## config.mk

```make
export PLATFORM = sky130hd
export DESIGN_NAME = lsu
export DESIGN_NICKNAME = d
export VERILOG_FILES = /design/src/rtl/lsu.sv
export SDC_FILE = /design/constraint.sdc
export NUM_CORES = 1
export LEC_CHECK = 0
export BUFFER_PORTS_ARGS = -buffer_cell sky130_fd_sc_hd__buf_2
export CAP_MARGIN = 20
export CORE_AREA = 2 2 163 165
export CTS_CLUSTER_SIZE = 25
export DETAILED_ROUTE_END_ITERATION = 8
export DIE_AREA = 0 0 165 167
export HOLD_SLACK_MARGIN = 0.12
export PLACE_DENSITY = 0.55
export SLEW_MARGIN = 25
export SYNTH_ARGS = -nofsm -noshare
export SYNTH_HDL_FRONTEND = slang
export SYNTH_SLANG_ARGS = --single-unit
```

## constraint.sdc

```tcl
create_clock -name clk -period 2.49 [get_ports clk]
set_clock_uncertainty 0.2 [all_clocks]
set_input_delay 0.249 -clock clk [delete_from_list [all_inputs] [get_ports clk]]
set_output_delay 0.249 -clock clk [all_outputs]
set_load 0.05 [all_outputs]
```

## src/rtl/lsu.sv

```systemverilog
// Load/store unit: accepts one memory request per instruction, sequences
// word-wide RAM accesses (read-modify-write for sub-word stores) and returns
// sign/zero-extended load data to the register file.
module lsu #(
  parameter int ADDR_W = 32,
  parameter int DATA_W = 32,
  parameter int REG_AW = 5
) (
  input  logic              clk,
  input  logic              rst,
  input  logic              req_valid_i,
  input  logic              req_we_i,
  input  logic [1:0]        req_size_i,
  input  logic              req_unsigned_i,
  input  logic [ADDR_W-1:0] req_addr_i,
  input  logic [DATA_W-1:0] req_wdata_i,
  input  logic [REG_AW-1:0] req_rd_i,
  output logic [ADDR_W-1:0] ram_raddr_o,
  input  logic [DATA_W-1:0] ram_rdata_i,
  output logic              ram_we_o,
  output logic [ADDR_W-1:0] ram_waddr_o,
  output logic [DATA_W-1:0] ram_wdata_o,
  output logic              reg_we_o,
  output logic [REG_AW-1:0] reg_waddr_o,
  output logic [DATA_W-1:0] reg_wdata_o,
  output logic              hold_o,
  output logic              err_o
);

  typedef enum logic [1:0] {IDLE, RD, DATA, WR} state_t;

  state_t state_q, state_d;

  // Latched request fields
  logic [ADDR_W-1:0] addr_q;
  logic [DATA_W-1:0] wdata_q;
  logic [1:0]        size_q;
  logic              uns_q;
  logic              we_q;
  logic [REG_AW-1:0] rd_q;

  // Registered outputs
  logic [ADDR_W-1:0] ram_raddr_q;
  logic              ram_we_q;
  logic [ADDR_W-1:0] ram_waddr_q;
  logic [DATA_W-1:0] ram_wdata_q;
  logic              reg_we_q;
  logic [REG_AW-1:0] reg_waddr_q;
  logic [DATA_W-1:0] reg_wdata_q;
  logic              err_q;

  // Request decode (only meaningful in IDLE)
  logic req_is_word, req_is_half, req_misalign, req_accept, req_direct_wr;
  logic [ADDR_W-1:0] req_word_addr, lat_word_addr;

  assign req_is_word   = req_size_i[1];          // size 3 behaves as word
  assign req_is_half   = (req_size_i == 2'd1);
  assign req_misalign  = (req_is_half && req_addr_i[0]) ||
                         (req_is_word && (req_addr_i[1:0] != 2'b00));
  assign req_accept    = (state_q == IDLE) && req_valid_i && !req_misalign;
  assign req_direct_wr = req_we_i && req_is_word;  // full-word store skips the read
  assign req_word_addr = {req_addr_i[ADDR_W-1:2], 2'b00};
  assign lat_word_addr = {addr_q[ADDR_W-1:2], 2'b00};

  // Byte-lane enables for the latched access
  logic [3:0] lane_en;
  always_comb begin
    lane_en = 4'b0000;
    if (size_q[1]) begin
      lane_en = 4'b1111;
    end else if (size_q == 2'd1) begin
      lane_en = addr_q[1] ? 4'b1100 : 4'b0011;
    end else begin
      lane_en = 4'b0001 << addr_q[1:0];
    end
  end

  // Per-lane read split and store merge
  logic [7:0]        rd_lane [4];
  logic [7:0]        st_lane [4];
  logic [DATA_W-1:0] merged;

  genvar gi;
  generate
    for (gi = 0; gi < 4; gi++) begin : g_lane
      assign rd_lane[gi] = ram_rdata_i[gi*8 +: 8];
      if ((gi % 2) == 1) begin : g_odd
        // Odd lanes take the upper halfword byte for halfword stores
        assign st_lane[gi] = (size_q == 2'd1) ? wdata_q[15:8] : wdata_q[7:0];
      end else begin : g_even
        assign st_lane[gi] = wdata_q[7:0];
      end
      assign merged[gi*8 +: 8] = lane_en[gi] ? st_lane[gi] : rd_lane[gi];
    end
  endgenerate

  // Load lane selection and sign/zero extension
  logic [7:0]        ld_byte;
  logic [15:0]       ld_half;
  logic [DATA_W-1:0] ld_result;
  always_comb begin
    ld_byte = rd_lane[addr_q[1:0]];
    ld_half = addr_q[1] ? ram_rdata_i[31:16] : ram_rdata_i[15:0];
    case (size_q)
      2'd0:    ld_result = {{(DATA_W-8){~uns_q & ld_byte[7]}}, ld_byte};
      2'd1:    ld_result = {{(DATA_W-16){~uns_q & ld_half[15]}}, ld_half};
      default: ld_result = ram_rdata_i;
    endcase
  end

  // State register
  always_ff @(posedge clk) begin
    if (rst) begin
      state_q <= IDLE;
    end else begin
      state_q <= state_d;
    end
  end

  // Next-state logic
  always_comb begin
    state_d = state_q;
    case (state_q)
      IDLE: if (req_accept) state_d = req_direct_wr ? WR : RD;
      RD:   state_d = DATA;
      DATA: state_d = we_q ? WR : IDLE;
      WR:   state_d = IDLE;
      default: state_d = IDLE;
    endcase
  end

  // Request latch, RAM port and write-back registers
  always_ff @(posedge clk) begin
    if (rst) begin
      addr_q      <= '0;
      wdata_q     <= '0;
      size_q      <= '0;
      uns_q       <= 1'b0;
      we_q        <= 1'b0;
      rd_q        <= '0;
      ram_raddr_q <= '0;
      ram_we_q    <= 1'b0;
      ram_waddr_q <= '0;
      ram_wdata_q <= '0;
      reg_we_q    <= 1'b0;
      reg_waddr_q <= '0;
      reg_wdata_q <= '0;
      err_q       <= 1'b0;
    end else begin
      err_q    <= (state_q == IDLE) && req_valid_i && req_misalign;
      ram_we_q <= 1'b0;
      reg_we_q <= 1'b0;
      case (state_q)
        IDLE: begin
          if (req_accept) begin
            addr_q  <= req_addr_i;
            wdata_q <= req_wdata_i;
            size_q  <= req_size_i;
            uns_q   <= req_unsigned_i;
            we_q    <= req_we_i;
            rd_q    <= req_rd_i;
            if (req_direct_wr) begin
              ram_we_q    <= 1'b1;
              ram_waddr_q <= req_word_addr;
              ram_wdata_q <= req_wdata_i;
            end else begin
              ram_raddr_q <= req_word_addr;
            end
          end
        end
        DATA: begin
          if (we_q) begin
            ram_we_q    <= 1'b1;
            ram_waddr_q <= lat_word_addr;
            ram_wdata_q <= merged;
          end else begin
            reg_we_q    <= (rd_q != '0);
            reg_waddr_q <= rd_q;
            reg_wdata_q <= ld_result;
          end
        end
        default: ;
      endcase
    end
  end

  assign ram_raddr_o = ram_raddr_q;
  assign ram_we_o    = ram_we_q;
  assign ram_waddr_o = ram_waddr_q;
  assign ram_wdata_o = ram_wdata_q;
  assign reg_we_o    = reg_we_q;
  assign reg_waddr_o = reg_waddr_q;
  assign reg_wdata_o = reg_wdata_q;
  assign hold_o      = (state_q != IDLE);
  assign err_o       = err_q;

endmodule

```

-- After elaboration in Yosys (flattened, before gate mapping)
Cells that the tools add are included.
- bitwise operators: 7
- shift operators: 1
- multiplexer cells: 29
- equality and inequality tests: 8
- reduce and logical (&&, ||, !) cells: 19
- magnitude comparators: 1
- operators by type and width (cell ; count):
    $mux 32 ; 6
    $pmux 32 s2 ; 3
    $mux 8 ; 7
    $bmux 8 s2 ; 1
    $mux 16 ; 1
    $mux 4 ; 3
    $pmux 2 s4 ; 1
    $eq 2x1->1 const B ; 3
    $logic_and 1x1->1 ; 6
    $mux 2 ; 3
    $ne 2x2->1 const B ; 3
    $reduce_bool 2->1 ; 3
    $reduce_bool 5->1 ; 1
    $eq 2x2->1 const B ; 2
    $logic_not 2->1 ; 2
    $not 1->1 ; 4
    $reduce_and 2->1 ; 2
    $reduce_and 4->1 ; 1
    $shl 1x2->4 const A ; 1
    $ge 3x3->1 const B ; 1
    $mux 1 ; 3
    $not 2->3 ; 1
    $reduce_and 3->1 ; 1
    $reduce_or 3->1 ; 1
    4 further kinds ; 5
- flip-flop bits (word level): 193
- output and inout bits: 137
- word-level logic and storage cells: 80

-- Depth between registers and ports, before layout
Gate-level depths: netlist of run 1.
- depth after elaboration: 7
- depth in mapped cells: 8
- mapped depth without buffers: 4

-- Worst setup path after synthesis of run 1
OpenSTA, ideal clock, no wires.
- path type: reg2reg
- from: register addr_q[1]
- to: register reg_wdata_q[20], in the netlist reg_wdata_o[20]
- setup time: 134 ps
- clock period less this slack: 1807 ps
- path buffers: 2
- data required time: 2156 ps
- slack: 683 ps
- cell stages (with the launch flop): 7
- arrival time: 1473 ps
- cells stage by stage: dfxtp_1 > buf_2 > mux2i_1 > mux2i_1 > a21oi_1 > buf_4 > a211oi_1
- cells in the longest elaborated chain, start to end: 6
- RTL lines (element ; line ; RTL):
    start: declaration ; 35 ; logic [ADDR_W-1:0] addr_q;
    start signal: assignment ; 156 ; addr_q <= req_addr_i;
    $not 2->3 (implied by the code) ; 102 ; ld_byte = rd_lane[addr_q[1:0]];
    $bmux 8 s2 ; 102 ;
    $mux 8 (implied by the code) (2 in series) ; 102 ;
    $and 1x1->1 ; 105 ; 2'd0: ld_result = {{(DATA_W-8){~uns_q & ld_byte[7]}}, ld_byte};
    $pmux 32 s2 (*) ; 104 ; case (size_q)
    end signal: assignment ; 179 ; reg_wdata_q <= ld_result;
    end: declaration ; 49 ; logic [DATA_W-1:0] reg_wdata_q;
Mark *: on every way between the ends. The rest lies on a longest branch, timed or not. The select of a mux whose other input is x is not followed.
A chain may end at the register's enable or synchronous reset.

-- Worst setup path after layout of run 1
- from: register addr_q[1]
- to: register ram_wdata_q[9], in the netlist ram_wdata_o[9]
- cells in the longest elaborated chain, start to end: 6
- RTL lines (element ; line ; RTL):
    $shl 1x2->4 or $mux 4 (tied branches) ; 74, 72 ;
    $mux 4 (*) ; 71 ; end else if (size_q == 2'd1) begin
    $mux 4 (*) ; 69 ; if (size_q[1]) begin
    $mux 8 (*) ; 93 ; assign merged[gi*8 +: 8] = lane_en[gi] ? st_lane[gi] : rd_lane[gi];
    $mux 32 (*) ; 172 ; if (we_q) begin
    $pmux 32 s2 (*) ; 153 ; case (state_q)
    end signal: assignment ; 165 ; ram_wdata_q <= req_wdata_i;
    end signal: assignment ; 175 ; ram_wdata_q <= merged;
    end: declaration ; 46 ; logic [DATA_W-1:0] ram_wdata_q;
Marks and branches as above.

==> results.ini, run 1 <==
[run_status]
status = finished clean

[floorplanning]
die_y_um = 167
fp.dieW_um = 165
start_util_pct = 33.4
rows = 59
core-area_um2 = 25800
die_area_um2 = 27600
io_pins = 245

[sta]
final-hold-violation-count = 0
fin_crit_ns = 2.27
rsz0062_at_grt = false
drv_slew = 0
setup_tns_ns = 0
final.period_utilization_pct = 91.2
fmax_mhz = 440
tightest_slew_ns = 0.698
finalSetupViolCount = 0
slew_headroom_pct = 53.3

[power]
powerDensity_nw_per_um2 = 630
ir_drop_v = 0.000375
leakagePower_uw = 0.00498

[grt]
track_usage_pct = 20.1
grt_pass1_vias = 7901
grt_overflow = 0
grt_pass1_wl_mm = 43.4
grt_max_degree = 93
grt_antenna_before_repair = 0

[yosys]
synth_edf_count = 0
synthAdderAreaFrac_pct = 0
synth-simple-area-share_pct = 24.0
synth_top_family_by_area = simple AND/OR/NAND/NOR gates
synth_mux_area_share_pct = 6.86
synth_compound_area_share_pct = 19.2
synthFlopType = dfxtp_1
synth-seq-area-share_pct = 44.4
yosysWarnings = 0
synth_area_um2 = 8610
synthDistinctLibCells = 47
synth_xor_area_share_pct = 0
synthArstFlopShare_pct = 0
avgSynthCellArea_um2 = 8.34
netlist_instances = 1033
synth_seq_cells = 191

[layout]
num_antenna_cells = 0
area_delta_synth_final_pct = 36.9
post-route-cell-area_um2 = 11800
drive_above_1_share_pct = 23.9
nets = 1445
final_common_cell = buf_2
utilization_pct = 45.8
nFillCells = 2554
final_cell_mix = 239 x buf_2, 223 x nand2_1, 191 x dfxtp_1

[critical_path]
cp_data_required_time_ns = 2.63
critPathArrivalTime_ns = 2.41
r2r-start = addr_q[1]$_SDFFE_PP0P_
startpoint_type = flip-flop
crit_fanout = 18
worstSetupEndpointType = flip-flop
startpoint = addr_q[1]$_SDFFE_PP0P_
critPathKind = flip-flop to flip-flop

[placed_design]
place_area_um2 = 10100
gp_congestion = 0.821
dpl.hpwl_mm = 19.2
numPortBuffers = 240

[drt]
drc = 0
dr.pass1.iters = 5
wl_per_cell_um = 16.7
drtAntennaViolNets = 0
drt_iter0_markers = 516
drt_wl_total_mm = 28.1
via_per_inst = 4.90
vias = 8258

[job]
max_cap_viol_count = 0

[clocking]
cts_resized = 0
root_buffer = clkbuf_16
post_cts_buffers = 0
h-tree-depth = 4
cts_tree = built
clockBufferDepth = 2
ctsHoldBuffers = 107
clock_latency_ns = 0.44
path_clk_slew_ns = 0.08
cts_sinks = 191
numCtsBuffers = 17

[hold_path]
hp-class = flip-flop to flip-flop
worstHoldStart = addr_q[26]$_SDFFE_PP0P_

per-stage QoR:
stage          power [uW]  hold slack (ns)  std cells  setup slack (ns)
2_1_floorplan        4180            0.185       1036             0.683
3_3_place_gp         4570            0.240       1546             0.331
6_report             7430            0.255       1685             0.219
3_5_place_dp         4590            0.246       1546             0.255
4_1_cts              7530            0.256       1685             0.201
5_1_grt              7760            0.272       1685            0.0271
synth_stat cells, types with 8 or more instances:
master	instances	area, um2
nand2_1	223	837
dfxtp_1	191	3820
nor2_1	111	417
a21oi_1	69	345
nand2b_1	64	400
mux2i_1	50	500
clkbuf_1	47	176
a311oi_1	46	403
or3_1	30	188
a211oi_1	24	180
buf_2	23	115
a21o_1	16	120
a32o_1	16	160
o211ai_1	14	105
nor3_1	13	65.1
buf_4	10	75.1
mux2_2	8	90.1
flip-flops by register name, indices dropped and copies added, names as in the netlist:
register / cells
uns_q: 1
reg_we_o: 1
addr_q: 32
we_q: 1
reg_waddr_o: 5
wdata_q: 16
size_q: 2
ram_we_o: 1
ram_raddr_o: 30
ram_waddr_o: 30
rd_q: 5
err_o: 1
reg_wdata_o: 32
state_q: 2
ram_wdata_o: 32
power by group:
| group | total (uW) | internal (uW) | leakage, uW | switching [uW] |
|---|---|---|---|---|
| Combinational | 1370 | 496 | 0.00313 | 874 |
| Clock | 2780 | 1370 | 0.000294 | 1410 |
| Sequential | 3270 | 3190 | 0.00155 | 81.7 |
| Total | 7430 | 5060 | 0.00498 | 2370 |
worst max-delay path, cell delays in order, from the launching register on:
cell and delay (ns):
dfxtp_1 0.75, o21ba_2 0.29, nor2_1 0.44, o211ai_1 0.17
a311oi_1 0.31
final cells by class:
class	count	area [um2]	share of cell area, %
clock buffer	17	425	3.61
clock inverter	15	190	1.61
inverter	5	18.8	0.159
multi-input combinational	748	4350	36.9
sequential	191	3820	32.4
tap	335	419	3.55
timing repair buffer	374	2560	21.7
final timing paths:
path / to / slack [ns] / depth (start not counted)
hold / removal: addr_q[26]$_SDFFE_PP0P_ / 0.26 / 2
setup / recovery: ram_wdata_o[9]$_SDFFE_PP0P_ / 0.22 / 4
setup reg to reg: ram_wdata_o[9]$_SDFFE_PP0P_ / 0.22 / 4
hold reg to reg: addr_q[26]$_SDFFE_PP0P_ / 0.26 / 2
per-layer routing:
layer / vias up / global-route usage [%] / routed length [um]
li1: 4191 / - / -
met1: 3807 / 27.0 / 13000
met2: 226 / 32.8 / 13200
met3: 34 / 3.14 / 1320
met4: 0 / 6.43 / 562
met5: - / 0 / 0
kinds of logic (layout without fill, tap and decap cells):
group           count (synthesis)  after routing
compound gates                225            225
mux                            58             58
flops                         191            191
buf+inv                        97            411
other cells                     1              4
simple gates                  461            461
Note: power is estimated with default switching activity, not from simulation.
==> run 2, diff against run 1 <==
--- a/config.mk
+++ b/config.mk
@@ -8,11 +8,13 @@
 export BUFFER_PORTS_ARGS = -buffer_cell sky130_fd_sc_hd__buf_2
 export CAP_MARGIN = 20
 export CORE_AREA = 2 2 163 165
+export CTS_BUF_LIST = sky130_fd_sc_hd__clkbuf_4 sky130_fd_sc_hd__clkbuf_8
 export CTS_CLUSTER_SIZE = 25
 export DETAILED_ROUTE_END_ITERATION = 8
 export DIE_AREA = 0 0 165 167
 export HOLD_SLACK_MARGIN = 0.12
 export PLACE_DENSITY = 0.55
+export REMOVE_ABC_BUFFERS = 1
 export SLEW_MARGIN = 25
 export SYNTH_ARGS = -nofsm -noshare
 export SYNTH_HDL_FRONTEND = slang
==> run 2 against run 1 <==
Compared with the run above:
- global-route usage grew 0.11 points
- first-iteration DRC count rose by 1.9%
- sequential power barely moved
- via count grew 1.9%
- setup slack gained 0.078 ns
- critical path depth is 3 higher
- combinational power hardly changed
- flip-flop and latch count unchanged
- wire length increased by 0.66%
- core utilization decreased by 0.62 points
- clock-buffer cell count up 1
- largest power group unchanged
==> results.ini, run 2 (synthesized netlist as in run 1, its figures left out) <==
[grt]
grt_pass1_wl_mm = 43.8  ; was 43.4 mm
grt_antenna_before_repair = 1  ; was 0
grt_pass1_vias = 7839  ; was 7901
grt_max_degree = 77  ; was 93
grt_overflow = 0  ; unchanged
track_usage_pct = 20.2  ; was 20.1%

[sta]
final.period_utilization_pct = 88.1  ; was 91.2%
setup_tns_ns = 0  ; unchanged
drv_slew = 0  ; unchanged
finalWorstSetupSlack_ns = 0.297  ; was 0.219 ns
finalSetupViolCount = 0  ; unchanged
final-hold-violation-count = 0  ; unchanged
slew_headroom_pct = 43.4  ; was 53.3%
tightest_slew_ns = 0.846  ; was 0.698 ns
fmax_mhz = 456  ; was 440 MHz
fin_crit_ns = 2.19  ; was 2.27 ns
rsz0062_at_grt = false  ; unchanged

[clocking]
post_cts_buffers = 0  ; unchanged
cts_resized = 0  ; unchanged
ctsHoldBuffers = 107  ; unchanged
numCtsBuffers = 17  ; unchanged
root_buffer = clkbuf_8  ; was clkbuf_16
cts_sinks = 191  ; unchanged
clockBufferDepth = 2  ; unchanged
h-tree-depth = 4  ; unchanged
cts_tree = built  ; unchanged
clock_latency_ns = 0.47  ; was 0.44 ns
path_clk_slew_ns = 0.10  ; was 0.08 ns

[layout]
area_delta_synth_final_pct = 35.1  ; was 36.9%
final_common_cell = buf_2  ; unchanged
final_cell_mix = 239 x buf_2, 223 x nand2_1, 190 x dfxtp_1  ; was 239 x buf_2, 223 x nand2_1, 191 x dfxtp_1
utilization_pct = 45.2  ; was 45.8%
nets = 1446  ; was 1445
drive_above_1_share_pct = 24.0  ; was 23.9%

[critical_path]
critPathKind = input port to flip-flop  ; was flip-flop to flip-flop
critPathArrivalTime_ns = 2.36  ; was 2.41 ns
crit_fanout = 32  ; was 18
cp_data_required_time_ns = 2.66  ; was 2.63 ns
startpoint_type = input port  ; was flip-flop
worstSetupEndpointType = flip-flop  ; unchanged

[floorplanning]
fp.dieW_um = 165  ; unchanged
io_pins = 245  ; unchanged
rows = 59  ; unchanged
die_area_um2 = 27600  ; unchanged
die_y_um = 167  ; unchanged
start_util_pct = 33.4  ; unchanged
core-area_um2 = 25800  ; unchanged

[job]
max_cap_viol_count = 0  ; unchanged

[hold_path]
hp-class = flip-flop to flip-flop  ; unchanged

[drt]
drt_iter0_markers = 526  ; was 516
dr.pass1.iters = 5  ; unchanged
vias = 8415  ; was 8258
via_per_inst = 4.99  ; was 4.90
wl_per_cell_um = 16.7  ; about the same
drc = 0  ; unchanged
drt_wl_total_mm = 28.2  ; was 28.1 mm
drtAntennaViolNets = 0  ; unchanged

[placed_design]
gp_congestion = 0.814  ; was 0.821
dpl.hpwl_mm = 19.1  ; was 19.2 mm
numPortBuffers = 240  ; unchanged
preCtsSetupSlack_ns = 0.385  ; was 0.255 ns

[run_status]
status = finished clean  ; unchanged

[power]
leakagePower_uw = 0.00491  ; was 0.00498 uW
ir_drop_v = 0.000391  ; was 0.000375 V
powerDensity_nw_per_um2 = 597  ; was 630 nW/um2

==> run 2: cell types whose count changed in the layout (fill, tap and decap cells not counted), moves of 3 or more <==
cell       delta
clkbuf_8     +18
clkbuf_16    -17
clkinv_8      -6
bufinv_16     +3
clkinv_4      +3
==> run 2: worst paths after layout <==
path	from	endpoint	slack [ns]	depth (start not counted)
setup / recovery	req_addr_i[1]	ram_wdata_o[8]$_SDFFE_PP0P_	0.30	7
setup reg to reg	addr_q[1]$_SDFFE_PP0P_	ram_wdata_o[8]$_SDFFE_PP0P_	0.36	4
hold reg to reg	addr_q[19]$_SDFFE_PP0P_	addr_q[19]$_SDFFE_PP0P_	0.26	2
hold / removal	addr_q[19]$_SDFFE_PP0P_	addr_q[19]$_SDFFE_PP0P_	0.26	2
==> run 2: routing by layer <==
metal	track usage, %	routed length, um	vias up
li1	-	-	4184
met1	27.5	13000	3962
met2	32.5	13200	240
met3	3.81	1520	29
met4	5.67	478	0
met5	0	0	-
==> run 2: final cells by class <==
type | count | area (um2)
fill | 2606 | 14100
multi-input combinational | 748 | 4360
sequential | 191 | 3820
timing repair buffer | 375 | 2560
tap | 335 | 419
clock buffer | 18 | 248
clock inverter | 14 | 200
inverter | 5 | 18.8
antenna | 1 | 2.50
==> run 2: through the flow <==
stage          hold WS, ns  instance area [um2]  total power, uW  std cells
2_1_floorplan        0.118                 8170             4110        944
3_3_place_gp         0.241                10100             4570       1547
3_5_place_dp         0.247                10100             4590       1547
4_1_cts              0.261                11600             7040       1686
5_1_grt              0.281                11600             7280       1687
6_report             0.258                11600             6950       1687
==> run 2: worst max-delay path: stages <==
cell           delay, ns
dlygate4sd3_1       0.56
buf_2               0.16
nand4bb_4           0.25
o32ai_4             0.40
buf_4               0.40
nor2_1              0.08
a311oi_1            0.25
==> run 2: where the power goes <==
part	leakage (uW)	switching [uW]	internal [uW]
clock network	0.000223	1240	1060
registers	0.00155	88.9	3190
logic	0.00313	870	495
==> run 3, diff against run 2 <==
--- a/config.mk
+++ b/config.mk
@@ -5,15 +5,16 @@
 export SDC_FILE = /design/constraint.sdc
 export NUM_CORES = 1
 export LEC_CHECK = 0
+export ABC_AREA = 1
 export BUFFER_PORTS_ARGS = -buffer_cell sky130_fd_sc_hd__buf_2
 export CAP_MARGIN = 20
-export CORE_AREA = 2 2 163 165
+export CORE_AREA = 2 2 131 133
 export CTS_BUF_LIST = sky130_fd_sc_hd__clkbuf_4 sky130_fd_sc_hd__clkbuf_8
 export CTS_CLUSTER_SIZE = 25
 export DETAILED_ROUTE_END_ITERATION = 8
-export DIE_AREA = 0 0 165 167
+export DIE_AREA = 0 0 133 135
 export HOLD_SLACK_MARGIN = 0.12
-export PLACE_DENSITY = 0.55
+export PLACE_DENSITY = 0.81
 export REMOVE_ABC_BUFFERS = 1
 export SLEW_MARGIN = 25
 export SYNTH_ARGS = -nofsm -noshare
==> run 3 against run 2 <==
Compared with the run above:
- flip-flop and latch count unchanged
- register-to-register slack worse by 0.25 ns
- die area down 35%
- setup slack worse by 0.18 ns
- clock-buffer cell count unchanged
- sequential share of layout area down 0.48 points
- cell area up 1.5%
- power up 12%
- via count up 18%
- global-route usage up 12 points
- non-clock buffer count up 12
==> results.ini, run 3 <==
[floorplanning]
fp.dieW_um = 133  ; was 165 um
die_area_um2 = 18000  ; was 27600 um2
core-area_um2 = 16400  ; was 25800 um2
rows = 47  ; was 59
start_util_pct = 53.5  ; was 33.4%
die_y_um = 135  ; was 167 um
io_pins = 245  ; unchanged

[power]
ir_drop_v = 0.000465  ; was 0.000391 V
leakagePower_uw = 0.00605  ; was 0.00491 uW
power.total_uw = 7780  ; was 6950 uW
p_seq_share_pct = 44.2  ; was 47.2%
netSwitchingFraction_pct = 37.6  ; was 31.7%
p_sw_uw = 2920  ; was 2200 uW
combPwrFrac_pct = 29.2  ; was 19.6%
powerDensity_nw_per_um2 = 659  ; was 597 nW/um2
intPower_uw = 4860  ; was 4750 uW
pwr-share-clk_pct = 26.6  ; was 33.2%

[clocking]
numCtsBuffers = 17  ; unchanged
path_clk_slew_ns = 0.10  ; about the same
clockBufferDepth = 2  ; unchanged
root_buffer = clkbuf_8  ; unchanged
clock_latency_ns = 0.48  ; was 0.47 ns
post_cts_buffers = 0  ; unchanged
cts_tree = built  ; unchanged
h-tree-depth = 4  ; unchanged
cts_sinks = 191  ; unchanged

[critical_path]
cp_top_family = buffers and inverters  ; unchanged
startpoint_type = flip-flop  ; was input port
worstSetupEndpointType = flip-flop  ; unchanged
r2r-start = size_q[1]$_SDFFE_PP0P_  ; was addr_q[1]$_SDFFE_PP0P_
startpoint = size_q[1]$_SDFFE_PP0P_  ; was req_addr_i[1]
critPathArrivalTime_ns = 2.57  ; was 2.36 ns
crit_top_cell = inv_1
critPathKind = flip-flop to flip-flop  ; was input port to flip-flop
cp.buffers_inverters = 5  ; was 3
cp_slowest_cell = dlygate4sd3_1  ; unchanged
path_cells = buf_4 -> nor2_1 -> inv_1 -> nand2_2 -> inv_1 -> nand2_1 -> nand3_1 -> nand3_1 -> dlygate4sd3_1 -> nand2_1 -> inv_1  ; was dlygate4sd3_1 -> buf_2 -> nand4bb_4 -> o32ai_4 -> buf_4 -> nor2_1 -> a311oi_1
cp_data_required_time_ns = 2.68  ; was 2.66 ns
cpPeakStageDelay_ns = 0.57  ; was 0.56 ns
crit_fanout = 10  ; was 32

[drt]
drt_iter0_markers = 982  ; was 526
route.met3.wl_mm = 2.92  ; was 1.52 mm
drt_wl_total_mm = 29.3  ; was 28.2 mm
highest_layer = met4  ; unchanged
wl_per_cell_um = 16.0  ; was 16.7 um
drc = 0  ; unchanged
drtAntennaViolNets = 0  ; unchanged
via_per_inst = 5.41  ; was 4.99
dr.pass1.iters = 5  ; unchanged
vias = 9922  ; was 8415
dr_wl_met2_mm = 13.8  ; was 13.2 mm
wl_met1_mm = 11.7  ; was 13.0 mm

[yosys]
synthTopCellsByArea = dfxtp_1 44%, o21ai_0 12%, nand2_1 11%  ; was dfxtp_1 44%, nand2_1 9.7%, mux2i_1 5.8%
netlist_instances = 1281  ; was 1033
yosysTopAreaCellShare_pct = 43.5  ; was 44.4%
synth_seq_cells = 191  ; unchanged
synth_edf_count = 0  ; unchanged
synth-seq-area-share_pct = 43.5  ; was 44.4%
synthFlopType = dfxtp_1  ; unchanged
synthDistinctLibCells = 27  ; was 47
avgSynthCellArea_um2 = 6.85  ; was 8.34 um2
synth_most_common_cell = nand2_1  ; unchanged
synth_common_cells = 261 x nand2_1, 203 x o21ai_0, 191 x dfxtp_1, 146 x inv_1, 129 x nor2_1  ; was 223 x nand2_1, 191 x dfxtp_1, 111 x nor2_1, 69 x a21oi_1, 64 x nand2b_1
yosysWarnings = 0  ; unchanged
synth_top_area_cell = dfxtp_1  ; unchanged
synthArstFlopShare_pct = 0  ; unchanged
synth_area_um2 = 8780  ; was 8610 um2

[job]
max_cap_viol_count = 0  ; unchanged

[grt]
grt_antenna_before_repair = 0  ; was 1
grt_pass1_wl_mm = 46.0  ; was 43.8 mm
grt_max_degree = 102  ; was 77
grt_pass1_vias = 9284  ; was 7839
grt_overflow = 0  ; unchanged
track_usage_pct = 31.8  ; was 20.2%

[layout]
nets = 1710  ; was 1446
nFillCells = 1256  ; was 2606
area_delta_synth_final_pct = 34.5  ; was 35.1%
final_common_cell = nand2_1  ; was buf_2
final_cell_mix = 258 x nand2_1, 240 x buf_2, 202 x o21ai_0  ; was 239 x buf_2, 223 x nand2_1, 190 x dfxtp_1
drive_above_1_share_pct = 19.6  ; was 24.0%
post-route-cell-area_um2 = 11800  ; was 11600 um2
num_antenna_cells = 0  ; was 1
layout.cells.non_filler = 1835  ; was 1687

[run_status]
status = finished clean  ; unchanged

[sta]
drv_slew = 0  ; unchanged
finalSetupViolCount = 0  ; unchanged
fin_crit_ns = 2.38  ; was 2.19 ns
fmax_mhz = 421  ; was 456 MHz
setup_tns_ns = 0  ; unchanged
final.period_utilization_pct = 95.4  ; was 88.1%
final-hold-violation-count = 0  ; unchanged

[placed_design]
dp_cells = 1674  ; was 1547
gp_congestion = 0.907  ; was 0.814
numPortBuffers = 240  ; unchanged
dpl.hpwl_mm = 18.0  ; was 19.1 mm
place_area_um2 = 10100  ; about the same

[hold_path]
worstHoldStart = addr_q[8]$_SDFFE_PP0P_  ; was addr_q[19]$_SDFFE_PP0P_
hp-class = flip-flop to flip-flop  ; unchanged

run 3: changes by cell type in the layout (fill, tap and decap cells not counted), moves of 21 or more:
cell / change
a311oi_1: -46
or3_1: -30
nand2b_1: -63
o21ai_0: +198
mux2i_1: -50
inv_1: +140
a211oi_1: -21
nand2_1: +35
nand3_1: +97
o21bai_1: +23
dlygate4sd3_1: +22
run 3: worst paths after layout:
path	endpoint	slack, ns	cells past startpoint
min reg2reg	addr_q[8]$_SDFFE_PP0P_	0.25	2
min	addr_q[8]$_SDFFE_PP0P_	0.25	2
max	ram_wdata_o[28]$_SDFFE_PP0P_	0.11	11
max reg2reg	ram_wdata_o[28]$_SDFFE_PP0P_	0.11	11
run 3: kinds of logic after synthesis:
| group | count (synthesis) | synth area share (%) |
|---|---|---|
| AOI/OAI and AO/OA | 328 | 19.8 |
| buffers and inverters | 240 | 11.3 |
| DFF | 191 | 43.5 |
| other | 1 | 0.0427 |
| and+or+nand+nor | 521 | 25.4 |
run 3: area by class of cell:
class / count / area, um2 / area share [%]
clock inverters: 14 / 150 / 1.27
flip-flops and latches: 191 / 3820 / 32.4
repair buffers: 387 / 2720 / 23.1
well taps: 220 / 275 / 2.33
multi-input cells: 853 / 4010 / 34.0
inverters: 152 / 578 / 4.90
clock buffers: 18 / 248 / 2.10
run 3: metal layers:
layer	global-route usage, %	vias up
li1	-	4740
met1	40.1	4468
met2	53.4	613
met3	7.28	101
met4	11.8	0
met5	0	-
run 3: repair_timing:
item | CTS | global route
hold buffers | 129 | 0
endpoints found under the hold margin | 184 | 0
endpoints found under the setup margin | 0 | 20
gates resized for setup | 0 | 16
run 3: worst reg2reg max path, stage by stage (launching register included):
cell           delay (ns)
dfxtp_1              0.39
buf_4                0.22
nor2_1               0.06
inv_1                0.14
nand2_2              0.14
inv_1                0.24
nand2_1              0.11
nand3_1              0.08
nand3_1              0.06
dlygate4sd3_1        0.57
nand2_1              0.06
inv_1                0.04
run 3: per-stage QoR:
step | setup WS, ns | utilization (%) | hold WS [ns]
2_1_floorplan | -1.37 | - | 0.118
3_3_place_gp | 0.450 | 61.4 | 0.232
3_5_place_dp | 0.388 | 61.4 | 0.239
4_1_cts | 0.0105 | 71.7 | 0.253
5_1_grt | -0.0124 | 72.0 | 0.269
6_report | 0.113 | 72.0 | 0.252
run 3: power by group through the flow:
stage	clock network (uW)	registers, uW	logic [uW]
after CTS	2080	3420	2200
final	2070	3440	2270
after detailed placement	0	3490	2030
after global placement	0	3490	2000
after global routing	2210	3460	2450
after floorplan	0	3990	897
